File: config.mk
export PLATFORM = sky130hd
export DESIGN_NAME = booth_mult
export DESIGN_NICKNAME = d
export VERILOG_FILES = /design/src/rtl/math_pkg.sv /design/src/rtl/booth_step.sv /design/src/rtl/booth_mult.sv
export SDC_FILE = /design/constraint.sdc
export NUM_CORES = 1
export LEC_CHECK = 0
export CORE_MARGIN = 4
export CORE_UTILIZATION = 59
export CTS_CLUSTER_DIAMETER = 40
export CTS_CLUSTER_SIZE = 14
export DETAILED_ROUTE_END_ITERATION = 10
export PLACE_DENSITY = 0.91
export SYNTH_ARGS = -nofsm -noshare
export SYNTH_HDL_FRONTEND = slang
export SYNTH_SLANG_ARGS = --single-unit
File: constraint.sdc
create_clock -name Clock -period 6.47 [get_ports Clock]
set_clock_uncertainty 0.2 [all_clocks]
set_input_delay 1.294 -clock Clock [delete_from_list [all_inputs] [get_ports Clock]]
set_output_delay 1.294 -clock Clock [all_outputs]
set_load 0.05 [all_outputs]
File: src/rtl/math_pkg.sv
// Shared types and defaults for the sequential multiply datapath:
// FSM state encoding, Booth recoding ops and the pair-to-op decode.
package math_pkg;

  localparam int DEFAULT_WIDTH = 32;
  localparam int DEFAULT_CNT_W = 6;

  // Operands are loaded on the IDLE->RUN edge, so no separate LOAD state exists.
  typedef enum logic [1:0] {
    ST_IDLE = 2'd0,
    ST_RUN  = 2'd1,
    ST_DONE = 2'd2
  } mult_state_t;

  typedef enum logic [1:0] {
    OP_NOP = 2'd0,
    OP_ADD = 2'd1,
    OP_SUB = 2'd2
  } booth_op_t;

  function automatic booth_op_t booth_decode(input logic q0, input logic q_1);
    case ({q0, q_1})
      2'b01:   return OP_ADD;
      2'b10:   return OP_SUB;
      default: return OP_NOP;
    endcase
  endfunction

endpackage

File: src/rtl/booth_step.sv
// One radix-2 Booth iteration: conditional add/subtract of the multiplicand
// into ACC, then an arithmetic right shift of {ACC, Q, Q_1}.
module booth_step
  import math_pkg::*;
#(
  parameter int WIDTH = DEFAULT_WIDTH
) (
  input  logic [WIDTH:0]   i_acc,
  input  logic [WIDTH-1:0] i_q,
  input  logic             i_q_1,
  input  logic [WIDTH-1:0] i_m,
  output logic [WIDTH:0]   o_acc,
  output logic [WIDTH-1:0] o_q,
  output logic             o_q_1
);

  booth_op_t        w_op;
  logic [WIDTH:0]   w_m_ext;
  logic [WIDTH:0]   w_sum;

  assign w_op    = booth_decode(i_q[0], i_q_1);
  assign w_m_ext = {i_m[WIDTH-1], i_m};

  always_comb begin
    w_sum = i_acc;
    case (w_op)
      OP_ADD:  w_sum = i_acc + w_m_ext;
      OP_SUB:  w_sum = i_acc - w_m_ext;
      default: w_sum = i_acc;
    endcase
  end

  // The extra ACC bit keeps the sign correct even for M = -2^(WIDTH-1).
  assign {o_acc, o_q, o_q_1} = {w_sum[WIDTH], w_sum, i_q};

endmodule

File: src/rtl/booth_mult.sv
// Sequential signed WIDTH x WIDTH radix-2 Booth multiplier, one step per clock.
// Product lands in HI_Out/LO_Out with a one-cycle Mult_Done pulse.
module booth_mult
  import math_pkg::*;
#(
  parameter int WIDTH = DEFAULT_WIDTH,
  parameter int CNT_W = DEFAULT_CNT_W
) (
  input  logic             Clock,
  input  logic             Reset,
  input  logic             Mult_Control,
  input  logic [WIDTH-1:0] A,
  input  logic [WIDTH-1:0] B,
  output logic             Mult_Busy,
  output logic             Mult_Done,
  output logic [WIDTH-1:0] HI_Out,
  output logic [WIDTH-1:0] LO_Out
);

  mult_state_t      r_state;
  logic [CNT_W-1:0] r_cnt;
  logic             r_armed;
  logic [WIDTH:0]   r_acc;
  logic [WIDTH-1:0] r_q;
  logic             r_q_1;
  logic [WIDTH-1:0] r_m;
  logic [WIDTH-1:0] r_hi;
  logic [WIDTH-1:0] r_lo;
  logic             r_busy;
  logic             r_done;

  logic [WIDTH:0]   w_acc_nxt;
  logic [WIDTH-1:0] w_q_nxt;
  logic             w_q_1_nxt;

  booth_step #(.WIDTH(WIDTH)) u_step (
    .i_acc (r_acc),
    .i_q   (r_q),
    .i_q_1 (r_q_1),
    .i_m   (r_m),
    .o_acc (w_acc_nxt),
    .o_q   (w_q_nxt),
    .o_q_1 (w_q_1_nxt)
  );

  always_ff @(posedge Clock) begin
    if (!Reset) begin
      r_state <= ST_IDLE;
      r_cnt   <= '0;
      r_armed <= 1'b0;
      r_acc   <= '0;
      r_q     <= '0;
      r_q_1   <= 1'b0;
      r_m     <= '0;
      r_hi    <= '0;
      r_lo    <= '0;
      r_busy  <= 1'b0;
      r_done  <= 1'b0;
    end else begin
      r_done <= 1'b0;
      // A low request level re-arms at any time, including mid-operation.
      if (!Mult_Control) r_armed <= 1'b1;

      case (r_state)
        ST_IDLE: begin
          if (r_armed && Mult_Control) begin
            r_armed <= 1'b0;
            r_m     <= A;
            r_q     <= B;
            r_acc   <= '0;
            r_q_1   <= 1'b0;
            r_cnt   <= '0;
            r_busy  <= 1'b1;
            r_state <= ST_RUN;
          end
        end
        ST_RUN: begin
          r_acc <= w_acc_nxt;
          r_q   <= w_q_nxt;
          r_q_1 <= w_q_1_nxt;
          r_cnt <= r_cnt + 1'b1;
          // Busy covers the LOAD/RUN span only; the DONE cycle reads as idle.
          if (r_cnt == CNT_W'(WIDTH - 1)) begin
            r_busy  <= 1'b0;
            r_state <= ST_DONE;
          end
        end
        ST_DONE: begin
          r_hi    <= r_acc[WIDTH-1:0];
          r_lo    <= r_q;
          r_done  <= 1'b1;
          r_state <= ST_IDLE;
        end
        default: r_state <= ST_IDLE;
      endcase
    end
  end

  assign Mult_Busy = r_busy;
  assign Mult_Done = r_done;
  assign HI_Out    = r_hi;
  assign LO_Out    = r_lo;

endmodule

==> results.py, run 1 <==
metrics = {
    "critical_path": {
        "crit_buf_inv": 0,
        "crit_cells": 15,
        "cp.arrival_ps": 4740,
        "end_kind": "flip-flop",
        "path_delay_family": "simple AND/OR/NAND/NOR gates",
        "reg2reg_depth": 15,
        "cp_common_cell": "a21oi_1",
        "crit_type": "flip-flop to flip-flop",
        "cp_max_fo": 6,
        "crit_chain": "or4_1 -> nor4_1 -> and3b_1 -> nand2_1 -> nor2_1 -> a21oi_1 -> xnor2_1 -> ha_1 -> a21oi_1 -> o21ai_0 -> or2_2 -> a211oi_1 -> o21ba_2 -> or3_1 -> o311ai_0",
        "required_ps": 6560,
        "start_kind": "flip-flop",
        "slowest_delay_ps": 610,
        "critPathSlowestCell": "or4_1",
    },
    "timing": {
        "hold_viol": 0,
        "hold-worst-slack_ps": 263,
        "rsz0062_at_grt": "false",
        "slew_violations": 0,
        "final.setup.worst_slack_ps": 1820,
        "fin_setup_tns_ps": 0,
        "tightestPinTransition_ps": 1180,
        "finalCritPeriodShare": 0.719,
        "finalSetupViolations": 0,
        "period_needed_ps": 4650,
        "relSlewSlack": 0.213,
        "timing.fmax_mhz": 215,
    },
    "detailed_routing": {
        "firstDrtPassIters": 7,
        "vias_per_cell": 5.92,
        "ant_nets": 0,
        "wl_per_cell_um": 16.9,
        "wl_um": 25100,
        "drt-initial-drc-count": 1001,
        "wl_met2_um": 11200,
        "wl_met1_um": 11300,
        "vias": 8762,
        "topRoutingLayerUsed": "met4",
        "route.detailed.drc": 0,
        "wl_met3_um": 2260,
    },
    "finish": {
        "drive_above_1_share": 0.0417,
        "multi_input_area_um2": 5390,
        "regArea_um2": 3440,
        "syn_to_final_growth_pct": 21.0,
        "final_nets": 1361,
        "antenna_cells": 0,
        "nFillCells": 1172,
    },
    "die": {
        "pin_count": 133,
        "die_y_um": 133,
        "rows": 45,
        "core_um2": 15300,
        "die_x_um": 133,
        "dieArea_um2": 17700,
        "start_util": 0.603,
    },
    "synthesis": {
        "ys_warn_count": 0,
        "synth_nets": 1282,
        "yosysUniqueCellTypes": 60,
        "avgSynthCellArea_um2": 7.80,
        "synth_area_um2": 9200,
        "synth_cells": 1179,
        "synth_seq_cells": 172,
        "ys_top_cells_by_count": "nand2_1, dfxtp_1, a21boi_0, nor2_1, clkbuf_1",
        "synth-async-reset-ratio": 0,
        "seq_area_frac_synth": 0.374,
        "ys.flop_type": "dfxtp_1",
        "synth_edf_count": 0,
        "yosys-top-cells-area": "dfxtp_1, nand2_1, a21boi_0",
        "yosysTopAreaCellShare": 0.374,
        "yosysMostFrequentCell": "nand2_1",
        "synth_top_cell_by_area": "dfxtp_1",
    },
    "job": {
        "cap_violations": 0,
    },
    "clock_tree": {
        "clockRootBuffer": "clkbuf_16",
        "post-cts-setup-buffers": 0,
        "cts_hold_buf": 0,
        "clk_pin_slew_ps": 70,
        "cts_resized": 0,
        "cts_sinks": 172,
        "clockBufferDepth": 2,
        "clkLatencyLatePin_ps": 440,
        "cts_tree": "built",
        "cts_buffers": 17,
        "h-tree-depth": 4,
    },
    "pwr": {
        "ir_drop_mv": 0.183,
        "powerDensity_nw_per_um2": 243,
        "p_leak_nw": 4.03,
    },
    "grt": {
        "grt_pass1_vias": 8167,
        "grt_pass1_wl_um": 40600,
        "gr-total-overflow": 0,
        "grt_max_degree": 89,
        "antenna_found_initial": 0,
        "grt_usage": 0.278,
    },
    "worst_hold_path": {
        "whs_path_depth": 2,
        "min_path_type": "flip-flop to flip-flop",
    },
    "placed_design": {
        "dp_hpwl_um": 17300,
        "port_buffers": 132,
        "pre_cts_ws_ps": 1940,
        "globalplace.congestion": 1.01,
    },
    "run_status": {
        "status": "complete, no violations",
    },
}
[state kept, by name, summed over array words and instances (netlist names)]
| signal | cells |
|---|---|
| r_acc | 32 |
| Mult_Done | 1 |
| LO_Out | 32 |
| r_m | 32 |
| r_q_1 | 1 |
| r_q | 32 |
| HI_Out | 32 |
| r_armed | 1 |
| r_state | 2 |
| r_cnt | 6 |
| Mult_Busy | 1 |
[final timing paths]
path	slack, ps	endpoint	startpoint
max	1820	r_acc[31]	r_m[5]
min	260	HI_Out[20]	HI_Out[20]
max reg2reg	1820	r_acc[31]	r_m[5]
min reg2reg	260	HI_Out[20]	HI_Out[20]
[cell type report]
class,instances,area share
Clock buffer,19,0.0407
Clock inverter,12,0.0114
Inverter,19,0.00641
Multi-Input combinational cell,908,0.485
Sequential cell,172,0.309
Tap cell,211,0.0237
Timing Repair Buffer,140,0.124
[layer usage]
| metal | vias to the layer above | global-route usage |
|---|---|---|
| met3 | 32 | 0.0586 |
| met4 | 0 | 0.0762 |
| met2 | 393 | 0.427 |
| met5 | - | 0 |
| li1 | 4294 | - |
| met1 | 4043 | 0.396 |
[report_power, final]
group	switching (mW)	leakage (nW)	internal (mW)	total [mW]
clock network	0.460	0.285	0.560	1.02
registers	0.0289	1.39	1.09	1.11
logic	0.341	2.35	0.233	0.574
total	0.830	4.03	1.88	2.71
[kinds of logic after synthesis]
logic type,Yosys count,synth area share
adder cells (fa/ha/maj),36,0.0498
AND/OR/NAND/NOR,474,0.223
flip-flops,172,0.374
buffers and inverters,99,0.0413
multiplexers,6,0.00653
AO/OA/AOI/OAI,340,0.256
XOR/XNOR,52,0.0495
[metrics by stage]
stage | std cells | power (mW) | util | instance area (um^2)
3_5_place_dp | 1450 | 1.69 | 0.692 | 10600
6_report | 1481 | 2.71 | 0.729 | 11100
4_1_cts | 1481 | 2.70 | 0.729 | 11100
2_1_floorplan | 1179 | 1.54 | - | 9200
5_1_grt | 1481 | 2.81 | 0.729 | 11100
3_3_place_gp | 1450 | 1.68 | 0.692 | 10600
[cells in the final DEF (no fill, tap or decap), drive strengths merged, types with 3 or more instances in the layout]
master         count
xnor2             44
a31oi              7
a21oi             69
clkinv             3
xor2               8
nand2            257
o211ai             5
and3               9
a21o              13
or4                4
a22o              11
a222oi             7
clkdlybuf4s50    131
nor3              15
nor2b             17
nor3b              3
buf                9
o221ai            27
nand3             13
a211oi             7
a22oi              8
o21ai             44
ha                35
mux2i              6
nand2b             4
inv               26
nand4             13
dfxtp            172
or3                7
o21a               9
nor2             108
o31ai              8
and2               9
nor4               8
a21boi           108
clkbuf            19
[worst min-delay path: stages (launching register included)]
cell	delay, ps
dfxtp_1	310
nand2_1	40
a21boi_0	60
Power figures use the tool's default switching activity.
==> run 2: changes to the inputs <==
--- a/config.mk
+++ b/config.mk
@@ -6,11 +6,11 @@
 export NUM_CORES = 1
 export LEC_CHECK = 0
 export CORE_MARGIN = 4
-export CORE_UTILIZATION = 59
+export CORE_UTILIZATION = 55
 export CTS_CLUSTER_DIAMETER = 40
 export CTS_CLUSTER_SIZE = 14
 export DETAILED_ROUTE_END_ITERATION = 10
-export PLACE_DENSITY = 0.91
+export PLACE_DENSITY = 0.86
 export SYNTH_ARGS = -nofsm -noshare
 export SYNTH_HDL_FRONTEND = slang
 export SYNTH_SLANG_ARGS = --single-unit
==> constraint.sdc (replaced) <==
create_clock -name Clock -period 4.6 [get_ports Clock]
set_clock_uncertainty 0.2 [all_clocks]
set_input_delay 0.92 -clock Clock [delete_from_list [all_inputs] [get_ports Clock]]
set_output_delay 0.92 -clock Clock [all_outputs]
set_load 0.05 [all_outputs]
==> run 2 against run 1 <==
Sequential power is 41% higher. Clock power is 40% higher. Fmax is 6.3% higher. Routed wire length is 3.8% lower. Non-clock buffer count is 10 higher. Core utilization is 4.6 points lower. Critical path depth is 1 higher. Largest power group unchanged.
==> results.py, run 2 (synthesized netlist as in run 1, its figures left out) <==
metrics = {
    "critical_path": {
        "crit_buf_inv": 1,
        "slowest_delay_ps": 660,
        "critPathSlowestCell": "or4b_2",
        "start_kind": "flip-flop",
        "required_ps": 4720,
        "crit_type": "flip-flop to flip-flop",
        "crit_chain": "inv_1 -> ha_1 -> or4b_2 -> nor4_2 -> nand2_1 -> nor4_1 -> nor2_1 -> xnor2_1 -> ha_1 -> a21oi_2 -> o21ai_0 -> a211oi_2 -> a31oi_1 -> o21a_1 -> or3_1 -> a32o_1",
        "end_kind": "flip-flop",
        "cp_common_cell": "ha_1",
        "cp.arrival_ps": 4490,
        "cp_max_fo": 8,
        "rrSetupSlack_ps": 220,
        "path_delay_family": "simple AND/OR/NAND/NOR gates",
    },
    "timing": {
        "finalSetupViolations": 0,
        "fin_setup_tns_ps": 0,
        "rsz0062_at_grt": "false",
        "relSlewSlack": 0.414,
        "hold-worst-slack_ps": 264,
        "period_needed_ps": 4380,
        "timing.fmax_mhz": 228,
        "slew_violations": 0,
        "tightestPinTransition_ps": 880,
        "hold_viol": 0,
        "finalCritPeriodShare": 0.951,
    },
    "placed_design": {
        "dpl_cell_area_um2": 10600,
        "globalplace.congestion": 0.929,
        "dp_hpwl_um": 17000,
        "place_inst": 1469,
        "port_buffers": 132,
    },
    "grt": {
        "gr-total-overflow": 0,
        "top_usage_layer": "met1",
        "met2_usage": 0.383,
        "grt_usage": 0.257,
        "grt_pass1_wl_um": 39000,
        "grt_pass1_vias": 7768,
        "antenna_found_initial": 1,
        "use_met3": 0.0541,
        "grt_max_degree": 89,
        "met1_usage": 0.384,
    },
    "die": {
        "core_um2": 16500,
        "rows": 47,
        "pin_count": 133,
        "start_util": 0.559,
        "die_y_um": 137,
        "die_x_um": 137,
        "dieArea_um2": 18900,
    },
    "pwr": {
        "p_leak_nw": 4.08,
        "powerDensity_nw_per_um2": 338,
        "ir_drop_mv": 0.238,
    },
    "clock_tree": {
        "clk_pin_slew_ps": 70,
        "cts_buffers": 17,
        "cts_tree": "built",
        "clockRootBuffer": "clkbuf_16",
        "clkLatencyLatePin_ps": 430,
        "h-tree-depth": 4,
        "post-cts-setup-buffers": 0,
        "cts_hold_buf": 0,
        "clockBufferDepth": 2,
        "cts_sinks": 172,
    },
    "detailed_routing": {
        "firstDrtPassIters": 5,
        "vias_per_cell": 5.75,
        "ant_nets": 0,
        "route.detailed.drc": 0,
        "drt-initial-drc-count": 670,
        "vias": 8634,
        "wl_um": 24200,
        "wl_per_cell_um": 16.1,
    },
    "run_status": {
        "status": "complete, no violations",
    },
    "finish": {
        "stdcell_count": 1501,
        "syn_to_final_growth_pct": 22.4,
        "final_nets": 1371,
        "final_cell_mix": "nand2_1, dfxtp_1, clkdlybuf4s50_1",
        "drive_above_1_share": 0.0562,
        "fin_area_um2": 11300,
        "mostFrequentLayoutCell": "nand2_1",
        "antenna_cells": 0,
    },
    "worst_hold_path": {
        "min_path_type": "flip-flop to flip-flop",
    },
    "job": {
        "cap_violations": 0,
    },
}
-- run 2: cell count changes in the layout (fill, tap and decap cells not counted), sizes merged --
cell,before,now
buf,9,19
clkbuf,19,18
clkinv,3,4
clkinvlp,1,2
-- run 2: metal layers --
layer  vias to the layer above  part of all wire
met4                         2            0.0082
met1                      4011              0.48
met2                       295              0.43
met3                        19             0.074
met5                         -           0.00054
li1                       4307                 -
-- run 2: report_power, final --
| part | total, mW | leakage (nW) | switching [mW] | internal, mW |
|---|---|---|---|---|
| sequential | 1.57 | 1.39 | 0.0403 | 1.53 |
| combinational | 0.810 | 2.40 | 0.475 | 0.335 |
| clock | 1.43 | 0.280 | 0.659 | 0.767 |
-- run 2: final cells by class --
class	instances	area, um^2
multi-input combinational	908	5440
inverter	19	71.3
clock inverter	14	149
fill	1377	5200
tap	220	275
sequential	172	3440
clock buffer	18	429
timing repair buffer	150	1450
-- run 2: timing repair --
| action | CTS | global route |
|---|---|---|
| hold endpoints to repair | 0 | 0 |
| gates resized for setup | 0 | 11 |
| setup endpoints to repair | 0 | 9 |
-- run 2: path summary, 6_finish.rpt --
path / startpoint / endpoint / cells after the start
worst min register to register: HI_Out[24] / HI_Out[24] / 2
worst max-delay path: r_m[0] / r_acc[24] / 16
worst min-delay path: HI_Out[24] / HI_Out[24] / 2
worst max register to register: r_m[0] / r_acc[24] / 16
-- run 2: worst min-delay path, stage by stage, from the launching register on --
cell,delay (ps)
dfxtp_1,310
nand2_1,50
a21boi_0,60
-- run 2: stage by stage --
step | power (mW) | worst slack, ps | utilization
6_report | 3.80 | 224 | 0.684
5_1_grt | 3.97 | 30.1 | 0.684
4_1_cts | 3.80 | 93.2 | 0.681
3_5_place_dp | 2.38 | 207 | 0.646
3_3_place_gp | 2.37 | 270 | 0.646
2_1_floorplan | 2.16 | 585 | -
==> run 3: changes to the inputs <==
--- a/config.mk
+++ b/config.mk
@@ -5,12 +5,14 @@
 export SDC_FILE = /design/constraint.sdc
 export NUM_CORES = 1
 export LEC_CHECK = 0
+export ABC_AREA = 1
 export CORE_MARGIN = 4
-export CORE_UTILIZATION = 55
+export CORE_UTILIZATION = 56
 export CTS_CLUSTER_DIAMETER = 40
 export CTS_CLUSTER_SIZE = 14
 export DETAILED_ROUTE_END_ITERATION = 10
 export PLACE_DENSITY = 0.86
+export REMOVE_ABC_BUFFERS = 1
 export SYNTH_ARGS = -nofsm -noshare
 export SYNTH_HDL_FRONTEND = slang
 export SYNTH_SLANG_ARGS = --single-unit
==> run 3 against run 2 <==
Sequential power about the same. Sequential cell count unchanged. Design area increased by 2.7%. Core utilization increased by 0.59 points. Clock power decreased by 3%. Global-route usage increased by 1.6 points. Non-clock buffer count decreased by 13. Sequential share of layout area decreased by 0.79 points. Fmax increased by 12%. Critical path type unchanged. Largest cell class unchanged.
==> results.py, run 3 <==
metrics = {
    "die": {
        "dieArea_um2": 19500,
        "rows": 47,
        "start_util": 0.578,
        "core_um2": 16800,
        "die_x_um": 140,
        "die_y_um": 140,
        "pin_count": 133,
    },
    "critical_path": {
        "end_kind": "flip-flop",
        "cp.arrival_ps": 4070,
        "start_kind": "flip-flop",
        "required_ps": 4760,
        "crit_type": "flip-flop to flip-flop",
        "cp_max_fo": 21,
    },
    "grt": {
        "met2_usage": 0.446,
        "grt_max_degree": 94,
        "met1_usage": 0.368,
        "grt_usage": 0.273,
        "grt_pass1_wl_um": 44500,
        "antenna_found_initial": 0,
        "use_met3": 0.0607,
        "gr-total-overflow": 0,
        "top_usage_layer": "met2",
        "grt_pass1_vias": 9125,
    },
    "clock_tree": {
        "clockBufferDepth": 2,
        "h-tree-depth": 4,
        "cts_tree": "built",
        "post-cts-setup-buffers": 0,
        "cts_buffers": 17,
        "clk_pin_slew_ps": 70,
        "clkLatencyLatePin_ps": 430,
        "clockRootBuffer": "clkbuf_16",
        "cts_resized": 0,
        "cts_hold_buf": 0,
        "cts_sinks": 172,
    },
    "synthesis": {
        "yosysTopAreaCellShare": 0.355,
        "synth_cells": 1424,
        "synth_seq_cells": 172,
        "synth_top_cell_by_area": "dfxtp_1",
        "synth_edf_count": 0,
        "yosys-top-cells-area": "dfxtp_1, nand2_1, inv_1",
        "ys_warn_count": 0,
        "seq_area_frac_synth": 0.355,
        "yosysMostFrequentCell": "nand2_1",
        "avgSynthCellArea_um2": 6.80,
        "synth-async-reset-ratio": 0,
        "ys.flop_type": "dfxtp_1",
        "yosysUniqueCellTypes": 52,
        "ys_top_cells_by_count": "nand2_1, inv_1, dfxtp_1, o21ai_0, a21oi_1",
        "synth_area_um2": 9690,
    },
    "finish": {
        "final_cell_mix": "nand2_1, inv_1, dfxtp_1",
        "syn_to_final_growth_pct": 19.3,
        "drive_above_1_share": 0.0524,
        "final_nets": 1619,
        "stdcell_count": 1748,
        "mostFrequentLayoutCell": "nand2_1",
        "antenna_cells": 0,
        "nFillCells": 1483,
    },
    "placed_design": {
        "dp_hpwl_um": 19800,
        "globalplace.congestion": 0.950,
        "port_buffers": 132,
        "place_inst": 1717,
        "pre_cts_ws_ps": 799,
    },
    "timing": {
        "final.setup.worst_slack_ps": 696,
        "finalSetupViolations": 0,
        "slew_violations": 0,
        "tightestPinTransition_ps": 931,
        "rsz0062_at_grt": "false",
        "period_needed_ps": 3900,
        "fin_setup_tns_ps": 0,
        "hold-worst-slack_ps": 265,
        "timing.fmax_mhz": 256,
        "finalCritPeriodShare": 0.849,
        "hold_viol": 0,
        "relSlewSlack": 0.378,
    },
    "detailed_routing": {
        "drt-initial-drc-count": 670,
        "vias_per_cell": 5.47,
        "wl_per_cell_um": 15.3,
        "firstDrtPassIters": 7,
        "ant_nets": 0,
        "wl_um": 26800,
        "vias": 9560,
        "route.detailed.drc": 0,
    },
    "job": {
        "cap_violations": 0,
    },
    "pwr": {
        "p_leak_nw": 5.20,
        "powerDensity_nw_per_um2": 356,
        "ir_drop_mv": 0.307,
    },
    "run_status": {
        "status": "complete, no violations",
    },
    "worst_hold_path": {
        "min_path_type": "flip-flop to flip-flop",
    },
}
## run 3: cell count changes after synthesis, moves of 27 or more
cell / before / now
inv_1: 19 / 214
xor2_1: 8 / 35
nand3_1: 13 / 47
a21oi_1: 69 / 144
xnor2_1: 44 / 8
o21ai_0: 44 / 155
nand2_1: 257 / 288
a21boi_0: 108 / 0
nor2_1: 108 / 135
clkbuf_1: 72 / 34
## run 3: power by group
group	switching [mW]	internal, mW
Combinational	0.735	0.408
Sequential	0.0532	1.55
Clock	0.660	0.717
## run 3: worst max-delay path, stage by stage (launching register included)
cell and delay, ps:
dfxtp_1 370, ha_1 510, inv_1 500, o31ai_1 260, nand3_1 170, xor2_1 210, ha_1 400, nand2_1 130
nor2_1 170, inv_1 70, nor3_1 290, nand3_1 200, nand3_1 110, nand3_1 80, a21oi_1 150
## run 3: through the flow
step	power [mW]	util	area (um^2)
detailed placement	2.75	0.657	11000
finish	4.12	0.690	11600
floorplan	2.42	-	9380
global route	4.34	0.690	11600
global placement	2.73	0.657	11000
CTS	4.11	0.690	11600
## run 3: layout make-up
class	count	area, um^2	share of cell area
Clock inverter	13	106	0.00920
Inverter	220	826	0.0714
Timing Repair Buffer	137	1360	0.117
Multi-Input combinational cell	968	5110	0.442
Clock buffer	18	439	0.0380
Sequential cell	172	3440	0.298
Tap cell	220	275	0.0238
## run 3: worst paths after layout
path	slack [ps]	startpoint	endpoint	cells after the start
setup / recovery	700	r_q[0]	r_acc[29]	14
hold / removal	270	r_q_1	r_q_1	2
setup reg to reg	700	r_q[0]	r_acc[29]	14
hold reg to reg	270	r_q_1	r_q_1	2
## run 3: logic make-up after synthesis
group / Yosys count / synth area share
XOR/XNOR: 43 / 0.0389
AO/OA/AOI/OAI: 362 / 0.209
AND/OR/NAND/NOR: 527 / 0.233
adder cells (fa/ha/maj): 36 / 0.0473
buffers and inverters: 284 / 0.117
flip-flops: 172 / 0.355
## run 3: routing by layer
metal / share of wire / wire, um
met3: 0.068 / 1810
met4: 0.017 / 452
met5: 0 / 0
met1: 0.45 / 12100
met2: 0.46 / 12400
